$ cat config.mk
export PLATFORM = sky130hd
export DESIGN_NAME = two_of_five_rx
export DESIGN_NICKNAME = d
export VERILOG_FILES = /design/src/rtl/two_of_five_pkg.sv /design/src/rtl/two_of_five_rx_popcount5.sv /design/src/rtl/two_of_five_rx.sv
export SDC_FILE = /design/constraint.sdc
export NUM_CORES = 1
export LEC_CHECK = 0
export CAP_MARGIN = 10
export CORE_AREA = 2 2 86 63
export CTS_BUF_LIST = sky130_fd_sc_hd__clkbuf_16
export DETAILED_ROUTE_END_ITERATION = 8
export DIE_AREA = 0 0 88 65
export PLACE_DENSITY = 0.85
export SYNTH_ARGS = -nofsm -noshare
export SYNTH_HDL_FRONTEND = slang
export SYNTH_SLANG_ARGS = --single-unit
$ cat constraint.sdc
create_clock -name clk -period 5.6 [get_ports clk]
set_input_delay 0.56 -clock clk [delete_from_list [all_inputs] [get_ports clk]]
set_output_delay 0.56 -clock clk [all_outputs]
set_load 0.005 [all_outputs]
$ cat src/rtl/two_of_five_pkg.sv
`default_nettype none
// ============================================================================
// Module   : two_of_five_pkg
// Purpose  : Shared types, constants and the 2-of-5 legality helper for the
//            two_of_five_rx serial receiver and anything that checks it.
// Revision : 1.0 - initial release
// ============================================================================
package two_of_five_pkg;

  // Width of one 2-out-of-5 code word
  localparam int W5 = 5;

  // Receiver framing states
  typedef enum logic [1:0] {
    IDLE  = 2'd0,
    SHIFT = 2'd1,
    EVAL  = 2'd2
  } state_e;

  // True when exactly two of the five bits are set
  function automatic logic is_two_of_five(input logic [W5-1:0] word);
    logic [2:0] ones;
    ones = 3'd0;
    for (int i = 0; i < W5; i++) begin
      ones = ones + {2'b00, word[i]};
    end
    return (ones == 3'd2);
  endfunction

endpackage : two_of_five_pkg
`default_nettype wire

$ cat src/rtl/two_of_five_rx_popcount5.sv
`default_nettype none
// ============================================================================
// Module   : popcount5
// Purpose  : Combinational ones counter for one 5-bit code word.
// Revision : 1.0 - initial release
// ============================================================================
module popcount5
  import two_of_five_pkg::*;
(
  input  logic [W5-1:0] din,
  output logic [2:0]    cnt
);

  // Sum the five bits; result is 0..5 so three bits suffice
  always_comb begin
    cnt = 3'd0;
    for (int i = 0; i < W5; i++) begin
      cnt = cnt + {2'b00, din[i]};
    end
  end

endmodule : popcount5
`default_nettype wire

$ cat src/rtl/two_of_five_rx.sv
`default_nettype none
// ============================================================================
// Module   : two_of_five_rx
// Purpose  : Serial receiver that frames 5-bit 2-out-of-5 words from a strobed
//            bit stream, validity-checks them and holds the result for the
//            seven-segment display decoder. Keeps a saturating error count.
// Revision : 1.0 - initial release
// ============================================================================
module two_of_five_rx
  import two_of_five_pkg::*;
#(
  parameter int unsigned TIMEOUT = 255,
  parameter int          ERRW    = 8
) (
  input  logic            clk,
  input  logic            rst,
  input  logic            sync,
  input  logic            sstb,
  input  logic            sin,
  output logic            v,
  output logic            a,
  output logic            b,
  output logic            c,
  output logic            d,
  output logic            e,
  output logic            done,
  output logic            err,
  output logic            abort,
  output logic [ERRW-1:0] err_cnt
);

  // Idle count is compared one bit wider so TIMEOUT=65535 cannot wrap
  localparam logic [16:0]     TIMEOUT_L  = 17'(TIMEOUT);
  localparam logic [2:0]      LAST_BIT   = 3'(W5 - 1);
  localparam logic [ERRW-1:0] ERR_MAX    = {ERRW{1'b1}};
  localparam logic [ERRW-1:0] ERR_ONE    = {{(ERRW-1){1'b0}}, 1'b1};

  state_e          state_q, state_d;
  logic [W5-1:0]   sr_q, sr_d;
  logic [2:0]      bitcnt_q, bitcnt_d;
  logic [15:0]     idle_q, idle_d;
  // Evaluated result waiting one cycle before it reaches the outputs
  logic            pend_q, pend_d;
  logic            pend_legal_q, pend_legal_d;
  logic [W5-1:0]   pend_word_q, pend_word_d;
  logic            v_q, v_d;
  logic [W5-1:0]   word_q, word_d;
  logic            done_q, done_d;
  logic            err_q, err_d;
  logic            abort_q, abort_d;
  logic [ERRW-1:0] err_cnt_q, err_cnt_d;

  logic [2:0]      ones;
  logic            legal;
  logic [16:0]     idle_next;
  logic            timeout_hit;

  popcount5 u_popcount5 (
    .din (sr_q),
    .cnt (ones)
  );

  assign legal       = (ones == 3'd2);
  assign idle_next   = {1'b0, idle_q} + 17'd1;
  assign timeout_hit = (idle_next == TIMEOUT_L);

  // State register and all datapath flops, synchronous reset
  always_ff @(posedge clk) begin
    if (rst) begin
      state_q      <= IDLE;
      sr_q         <= '0;
      bitcnt_q     <= 3'd0;
      idle_q       <= 16'd0;
      pend_q       <= 1'b0;
      pend_legal_q <= 1'b0;
      pend_word_q  <= '0;
      v_q          <= 1'b0;
      word_q       <= '0;
      done_q       <= 1'b0;
      err_q        <= 1'b0;
      abort_q      <= 1'b0;
      err_cnt_q    <= '0;
    end else begin
      state_q      <= state_d;
      sr_q         <= sr_d;
      bitcnt_q     <= bitcnt_d;
      idle_q       <= idle_d;
      pend_q       <= pend_d;
      pend_legal_q <= pend_legal_d;
      pend_word_q  <= pend_word_d;
      v_q          <= v_d;
      word_q       <= word_d;
      done_q       <= done_d;
      err_q        <= err_d;
      abort_q      <= abort_d;
      err_cnt_q    <= err_cnt_d;
    end
  end

  // Next-state logic: framing, re-sync, timeout and the single EVAL cycle
  always_comb begin
    state_d = state_q;
    unique case (state_q)
      IDLE: begin
        if (sync && sstb) state_d = SHIFT;
      end
      SHIFT: begin
        if (sstb && !sync && (bitcnt_q == LAST_BIT)) state_d = EVAL;
        else if (!sstb && timeout_hit)               state_d = IDLE;
      end
      EVAL:    state_d = IDLE;
      default: state_d = IDLE;
    endcase
  end

  // Datapath and registered output updates
  always_comb begin
    sr_d         = sr_q;
    bitcnt_d     = bitcnt_q;
    idle_d       = idle_q;
    pend_d       = 1'b0;
    pend_legal_d = pend_legal_q;
    pend_word_d  = pend_word_q;
    v_d          = v_q;
    word_d       = word_q;
    done_d       = 1'b0;
    err_d        = 1'b0;
    abort_d      = 1'b0;
    err_cnt_d    = err_cnt_q;

    unique case (state_q)
      IDLE: begin
        if (sync && sstb) begin
          sr_d     = {{(W5-1){1'b0}}, sin};
          bitcnt_d = 3'd1;
          idle_d   = 16'd0;
        end
      end
      SHIFT: begin
        if (sstb && sync) begin
          // Re-sync: drop the partial word, this bit starts a new frame
          abort_d  = 1'b1;
          sr_d     = {{(W5-1){1'b0}}, sin};
          bitcnt_d = 3'd1;
          idle_d   = 16'd0;
        end else if (sstb) begin
          sr_d[bitcnt_q] = sin;
          bitcnt_d       = bitcnt_q + 3'd1;
          idle_d         = 16'd0;
        end else if (timeout_hit) begin
          abort_d  = 1'b1;
          sr_d     = '0;
          bitcnt_d = 3'd0;
          idle_d   = 16'd0;
        end else begin
          idle_d = idle_next[15:0];
        end
      end
      EVAL: begin
        pend_d       = 1'b1;
        pend_legal_d = legal;
        pend_word_d  = legal ? sr_q : '0;
        sr_d         = '0;
        bitcnt_d     = 3'd0;
        idle_d       = 16'd0;
      end
      default: begin
        sr_d     = '0;
        bitcnt_d = 3'd0;
        idle_d   = 16'd0;
      end
    endcase

    // Result of the previous EVAL reaches the display bundle
    if (pend_q) begin
      v_d    = pend_legal_q;
      word_d = pend_word_q;
      done_d = 1'b1;
      err_d  = !pend_legal_q;
      if (!pend_legal_q && (err_cnt_q != ERR_MAX)) begin
        err_cnt_d = err_cnt_q + ERR_ONE;
      end
    end
  end

  assign v       = v_q;
  assign a       = word_q[0];
  assign b       = word_q[1];
  assign c       = word_q[2];
  assign d       = word_q[3];
  assign e       = word_q[4];
  assign done    = done_q;
  assign err     = err_q;
  assign abort   = abort_q;
  assign err_cnt = err_cnt_q;

endmodule : two_of_five_rx
`default_nettype wire

---- Word-level counts from Yosys, hierarchy flattened ----
Index checks and enable logic that the tools add are counted.
word-level totals
  register bits ........................... 50
  bits of input ports ..................... 5
  output and inout port bits .............. 17
  logic and storage cells ................. 76
cells by class
  add/subtract/negate cells ............... 7
  $lt $le $gt $ge ......................... 2
  eq/ne operators ......................... 9
  muxes and demuxes ....................... 28
  bitwise gates (word level) .............. 2
  reductions and logical operators ........ 15
operators by type and width
  cell                                                                          count
  16-bit two-way mux                                                            4
  16-bit case mux with 2 select lines                                           1
  5-bit two-way mux                                                             5
  16-bit by 1-bit adder with 17-bit output, second input constant               1
  17-bit by 8-bit == test with 1-bit output, second input constant              1
  3-bit two-way mux                                                             4
  5-bit case mux with 2 select lines                                            1
  3-bit by 1-bit adder with 3-bit output                                        3
  8-bit by 1-bit adder with 8-bit output, second input constant                 1
  8-bit != test, second input constant                                          1
  1-bit logical AND                                                             6
  1-bit two-way mux                                                             6
  2-bit two-way mux                                                             3
  3-bit case mux with 2 select lines                                            1
  2-bit AND reduction                                                           3
  5-bit bitwise mux                                                             1
  3-bit by 4-bit less-than comparator with 1-bit output, second input constant  1
  4-bit != test, second input constant                                          1
  2-bit case mux with 2 select lines                                            1
  2-bit OR reduction                                                            2
  3-bit by 1-bit adder with 3-bit output, second input constant                 1
  1-bit demux with 3-bit select                                                 1
  3-bit by 2-bit == test with 1-bit output, second input constant               1
  3-bit == test, second input constant                                          1
  other kinds (9)                                                               12

---- Depth between registers and ports, before layout ----
  word-level depth ........................ 8
  depth in mapped cells ................... 10

---- Hierarchy ----
A second synthesis with hierarchy kept.
unflattened totals
  cell total of the unflattened synthesis .. 294
  area, all modules ....................... 2,593.7 um2
modules (own cells, without submodules)
  module          instances  cells an instance  area an instance (um2)
  two_of_five_rx  1          286                2,522.4
  popcount5       1          8                  71.3

---- Worst setup path after synthesis ----
Ideal clock, no wire load.
  kind .................................... register to register
  start ................................... register idle_q[0]
  end ..................................... register idle_q[3]
  arrival time ............................ 2.570 ns
  required time ........................... 5.478 ns
  path slack .............................. 2.908 ns
  cell stages (with the launch flop) ...... 9
  path buffers ............................ 0
  period minus slack after synthesis ...... 2.692 ns
  cell sequence ........................... dfxtp_1 -> ha_1 -> nand4_1 -> or4_1 -> a31oi_1 -> o211ai_2 -> nor4_4 -> nor2_2 -> a221o_1
on the way
  word-level cells in the longest chain between the ends .. 6
RTL lines
  element                                     RTL line               RTL
  start, declared                             two_of_five_rx.sv:41   logic [15:0] idle_q, idle_d;
  start signal, assigned                      two_of_five_rx.sv:87   idle_q <= idle_d;
  16-bit by 1-bit adder with 17-bit output *  two_of_five_rx.sv:64   assign idle_next = {1'b0, idle_q} + 17'd1;
  17-bit by 8-bit == test with 1-bit output   two_of_five_rx.sv:65   assign timeout_hit = (idle_next == TIMEOUT_L);
  16-bit two-way mux *                        two_of_five_rx.sv:150  end else if (timeout_hit) begin
  16-bit two-way mux *                        two_of_five_rx.sv:146  end else if (sstb) begin
  16-bit two-way mux *                        two_of_five_rx.sv:140  if (sstb && sync) begin
  16-bit case mux with 2 select lines *       two_of_five_rx.sv:131  unique case (state_q)
Every way passes the cells marked *; elsewhere a longest branch is shown, timed or not.
A chain may end at the register's enable or synchronous reset.

---- Worst setup path after layout ----
  start ................................... register idle_q[0]
  end ..................................... register sr_q[4]
on the way
  word-level cells in the longest chain between the ends .. 4
RTL lines
  element                                    RTL line              RTL
  16-bit by 1-bit adder with 17-bit output   two_of_five_rx.sv:64
  17-bit by 8-bit == test with 1-bit output  two_of_five_rx.sv:65
  4-bit != test (no line)                    -
  2-bit AND reduction (no line)              -
  end signal, assigned                       two_of_five_rx.sv:85  sr_q <= sr_d;
  end, declared                              two_of_five_rx.sv:39  logic [W5-1:0] sr_q, sr_d;
Every way passes these cells.

==> impl_metrics.py <==
metrics = {
    "run_status": {
        "outcome": "finished clean",
    },
    "synth": {
        "synth_area_leader_cell": "dfxtp_1",
        "synth_warnings": 0,
        "async_flop_share": 0,
        "synth_area_per_cell_um2": 8.552,
        "synth_top_area_frac": 0.3788,
        "synth_commonest_cells": "dfxtp_1, nor2_1, nand2_1",
        "synthFlopType": "dfxtp_1",
        "synth-seq-cells": 50,
        "synth_area_um2": 2643,
        "syn-num-nets": 323,
        "synth_most_common_cell": "dfxtp_1",
        "synthCells": 309,
        "synthTopCellsByArea": "dfxtp_1, nor2_1, ha_1, nand2_1, mux2i_1",
        "synth-seq-area-share": 0.3788,
        "yosys.cell_types.count": 61,
        "synth-edff-count": 0,
    },
    "worst_hold_path": {
        "hp-class": "flop to flop",
        "min_from": "pend_legal_q",
        "hold_end": "err",
        "min_delay_path_depth": 1,
    },
    "power_and_ir_drop": {
        "clkPwrFrac": 0.452,
        "fin_total_pwr_uw": 724.0,
        "netSwitchingPower_uw": 147.7,
        "internal-power_uw": 576.3,
        "seqPwrFrac": 0.501,
        "worst_ir_drop_vdd_uv": 152.7,
        "pwr_density_cell_nw_per_um2": 238.6,
        "leakage_uw": 0.001056,
        "p_sw_frac": 0.2040,
        "pwr-share-comb": 0.047,
    },
    "drt": {
        "drc": 0,
        "wl_per_cell_um": 13.99,
        "ant_nets": 0,
        "num_vias": 2284,
        "drt_first_iter_violations": 164,
        "avgViaCountPerCell": 5.812,
        "firstDrtPassIters": 4,
        "routed_wl_um": 5497,
    },
    "sta": {
        "setup_ws_ns": 2.174,
        "worst_slew_pin_slew_ns": 1.004,
        "setup_viol": 0,
        "slew_violations": 0,
        "fmaxAchievable_mhz": 291.9,
        "hold_viol": 0,
        "slew_headroom": 0.3257,
        "fin_worst_skew_ns": 0.006773,
        "layout_min_cycle_time_ns": 3.426,
        "min_period_over_period": 0.6118,
        "hold_ws_ns": 0.4943,
        "rsz0062_at_grt": "false",
        "setup_tns_ns": 0,
    },
    "setup_path": {
        "critPathArrivalTime_ns": 3.60,
        "cp_num_buf_inv": 0,
        "critPathLaunchType": "flop",
        "crit_path_end_kind": "flop",
        "r2r-start": "idle_q[0]",
        "rr_endpoint": "sr_q[4]",
        "cp_cell_sequence": "ha_1 -> nand4_1 -> or4_1 -> a31oi_1 -> o211ai_2 -> nor4_4 -> o21ai_4 -> a32o_1",
        "critPathKind": "flop to flop",
        "cp.required_ns": 5.77,
        "r2r_cells": 8,
        "slowest_delay_ns": 0.90,
        "reg2reg_slack_ns": 2.17,
        "path_max_fanout": 17,
        "critical-path-slowest-cell": "nor4_4",
        "crit_family": "simple AND/OR/NAND/NOR gates",
    },
    "cts": {
        "ctsHoldBuffers": 0,
        "cts_resized": 0,
        "cts_tree": "done",
        "clock-root-buffer": "clkbuf_16",
        "clk_pin_slew_ns": 0.06,
        "clock_sinks": 50,
        "clock_path_buffers": 2,
        "cts_buffers": 5,
        "clock_latency_ns": 0.28,
        "cts_setup_buffers": 0,
        "htree_levels": 2,
    },
    "grt": {
        "grt_pass1_vias": 1962,
        "antenna_found_initial": 0,
        "grt_pass1_wl_um": 9183,
        "gr-total-overflow": 0,
        "grt_max_degree": 36,
        "grt_usage": 0.2009,
    },
    "floorplan": {
        "start_util": 0.5304,
        "row_count": 22,
        "die_h_um": 65,
        "die_w_um": 88,
        "dieArea_um2": 5720,
        "io_pins": 22,
        "core-area_um2": 4982,
    },
    "placed_design": {
        "pre_cts_ws_ns": 2.224,
        "port_buffers": 21,
        "dp_cells": 386,
        "hpwl_um": 3922,
        "routabilityCongestion": 0.9345,
    },
    "layout": {
        "n_antenna_cell": 0,
        "drive_gt1_frac": 0.04984,
        "final_nets": 335,
        "area_delta_synth_final_pct": 14.82,
        "layout.cells.non_filler": 393,
    },
    "flow_run": {
        "drv_cap": 0,
    },
}
==> cell type report <==
cell class                 count  area (um2)
clock buffer                   5       125.1
clock inverter                 2       33.78
fill                         431        1948
inverter                      17       63.81
multi-input combinational    225        1503
sequential                    50        1001
tap                           72       90.09
timing repair buffer          22       217.7
==> flip-flops by register name, indices dropped and copies added, names as in the netlist <==
signal        cells
err_cnt           8
pend_word_q       5
state_q           2
pend_q            1
err               1
idle_q           16
abort             1
sr_q              5
word_q            5
pend_legal_q      1
done              1
bitcnt_q          3
v                 1
==> per-layer routing <==
metal | up-vias | share of wire | GRT usage
li1 | 1151 | - | -
met1 | 1057 | 0.50 | 0.3034
met2 | 69 | 0.43 | 0.2879
met3 | 7 | 0.062 | 0.04586
met4 | 0 | 0.0076 | 0.04615
met5 | - | 0 | 0
==> worst register-to-register path: cells and delay by family (launching register included) <==
kind                     cells  cell delay [ns]
flip-flops                   1             0.46
adder cells (fa/ha/maj)      1             0.36
AO/OA/AOI/OAI                4             0.83
AND/OR/NAND/NOR              3             1.68
==> per-stage QoR <==
| step | util | area, um2 |
|---|---|---|
| after detailed placement | 0.5771 | 2875 |
| after global routing | 0.6090 | 3034 |
| final | 0.6090 | 3034 |
| after CTS | 0.6090 | 3034 |
| after floorplan | - | 2643 |
| after global placement | 0.5771 | 2875 |
==> layout by cell type (no fill, tap or decap), types with 4 or more instances in the layout <==
| cell | n |
|---|---|
| dfxtp_1 | 50 |
| nor2_1 | 32 |
| nand2_1 | 23 |
| clkdlybuf4s50_1 | 21 |
| inv_1 | 17 |
| o21ai_0 | 13 |
| a21oi_1 | 11 |
| a31oi_1 | 9 |
| nor3_1 | 8 |
| mux2i_1 | 8 |
| nand3_1 | 7 |
| nand4_1 | 7 |
| a21o_1 | 7 |
| ha_1 | 7 |
| a22oi_1 | 6 |
| or3_1 | 6 |
| a211oi_1 | 6 |
| and3_1 | 5 |
| xor2_1 | 5 |
| clkbuf_16 | 5 |
| nor4_1 | 4 |
| xnor2_1 | 4 |
| o21a_1 | 4 |
==> power by group through the flow <==
| stage | Combinational (uW) | Sequential (uW) | Clock [uW] |
|---|---|---|---|
| final | 34.4 | 362 | 327 |
| after global routing | 38.3 | 362 | 347 |
| after CTS | 34.3 | 362 | 333 |
| after detailed placement | 34.0 | 370 | 0 |
| after global placement | 32.8 | 370 | 0 |
| after floorplan | 24.1 | 368 | 0 |
==> kinds of logic (layout without fill, tap and decap cells) <==
group | Yosys count | after routing | share of synthesized area
muxes | 8 | 8 | 0.03030
adders and majority gates | 9 | 9 | 0.04829
DFF | 50 | 50 | 0.3788
buffers and inverters | 34 | 46 | 0.05255
AOI/OAI and AO/OA | 81 | 81 | 0.2225
xor gates and xnor gates | 9 | 9 | 0.02983
and+or+nand+nor | 118 | 118 | 0.2377
==> worst max-delay path by stage <==
stage | cells past startpoint | end | slack, ns | startpoint
final | 8 | sr_q[4] | 2.17 | idle_q[0]
after global routing | 8 | sr_q[4] | 1.93 | idle_q[0]
after CTS | 8 | bitcnt_q[1] | 2.20 | idle_q[0]
after detailed placement | 8 | bitcnt_q[1] | 2.22 | idle_q[0]
after global placement | 8 | sr_q[4] | 2.38 | idle_q[0]
after floorplan | 8 | idle_q[3] | 2.91 | idle_q[0]
No activity file was read; power rests on OpenSTA's default activity.
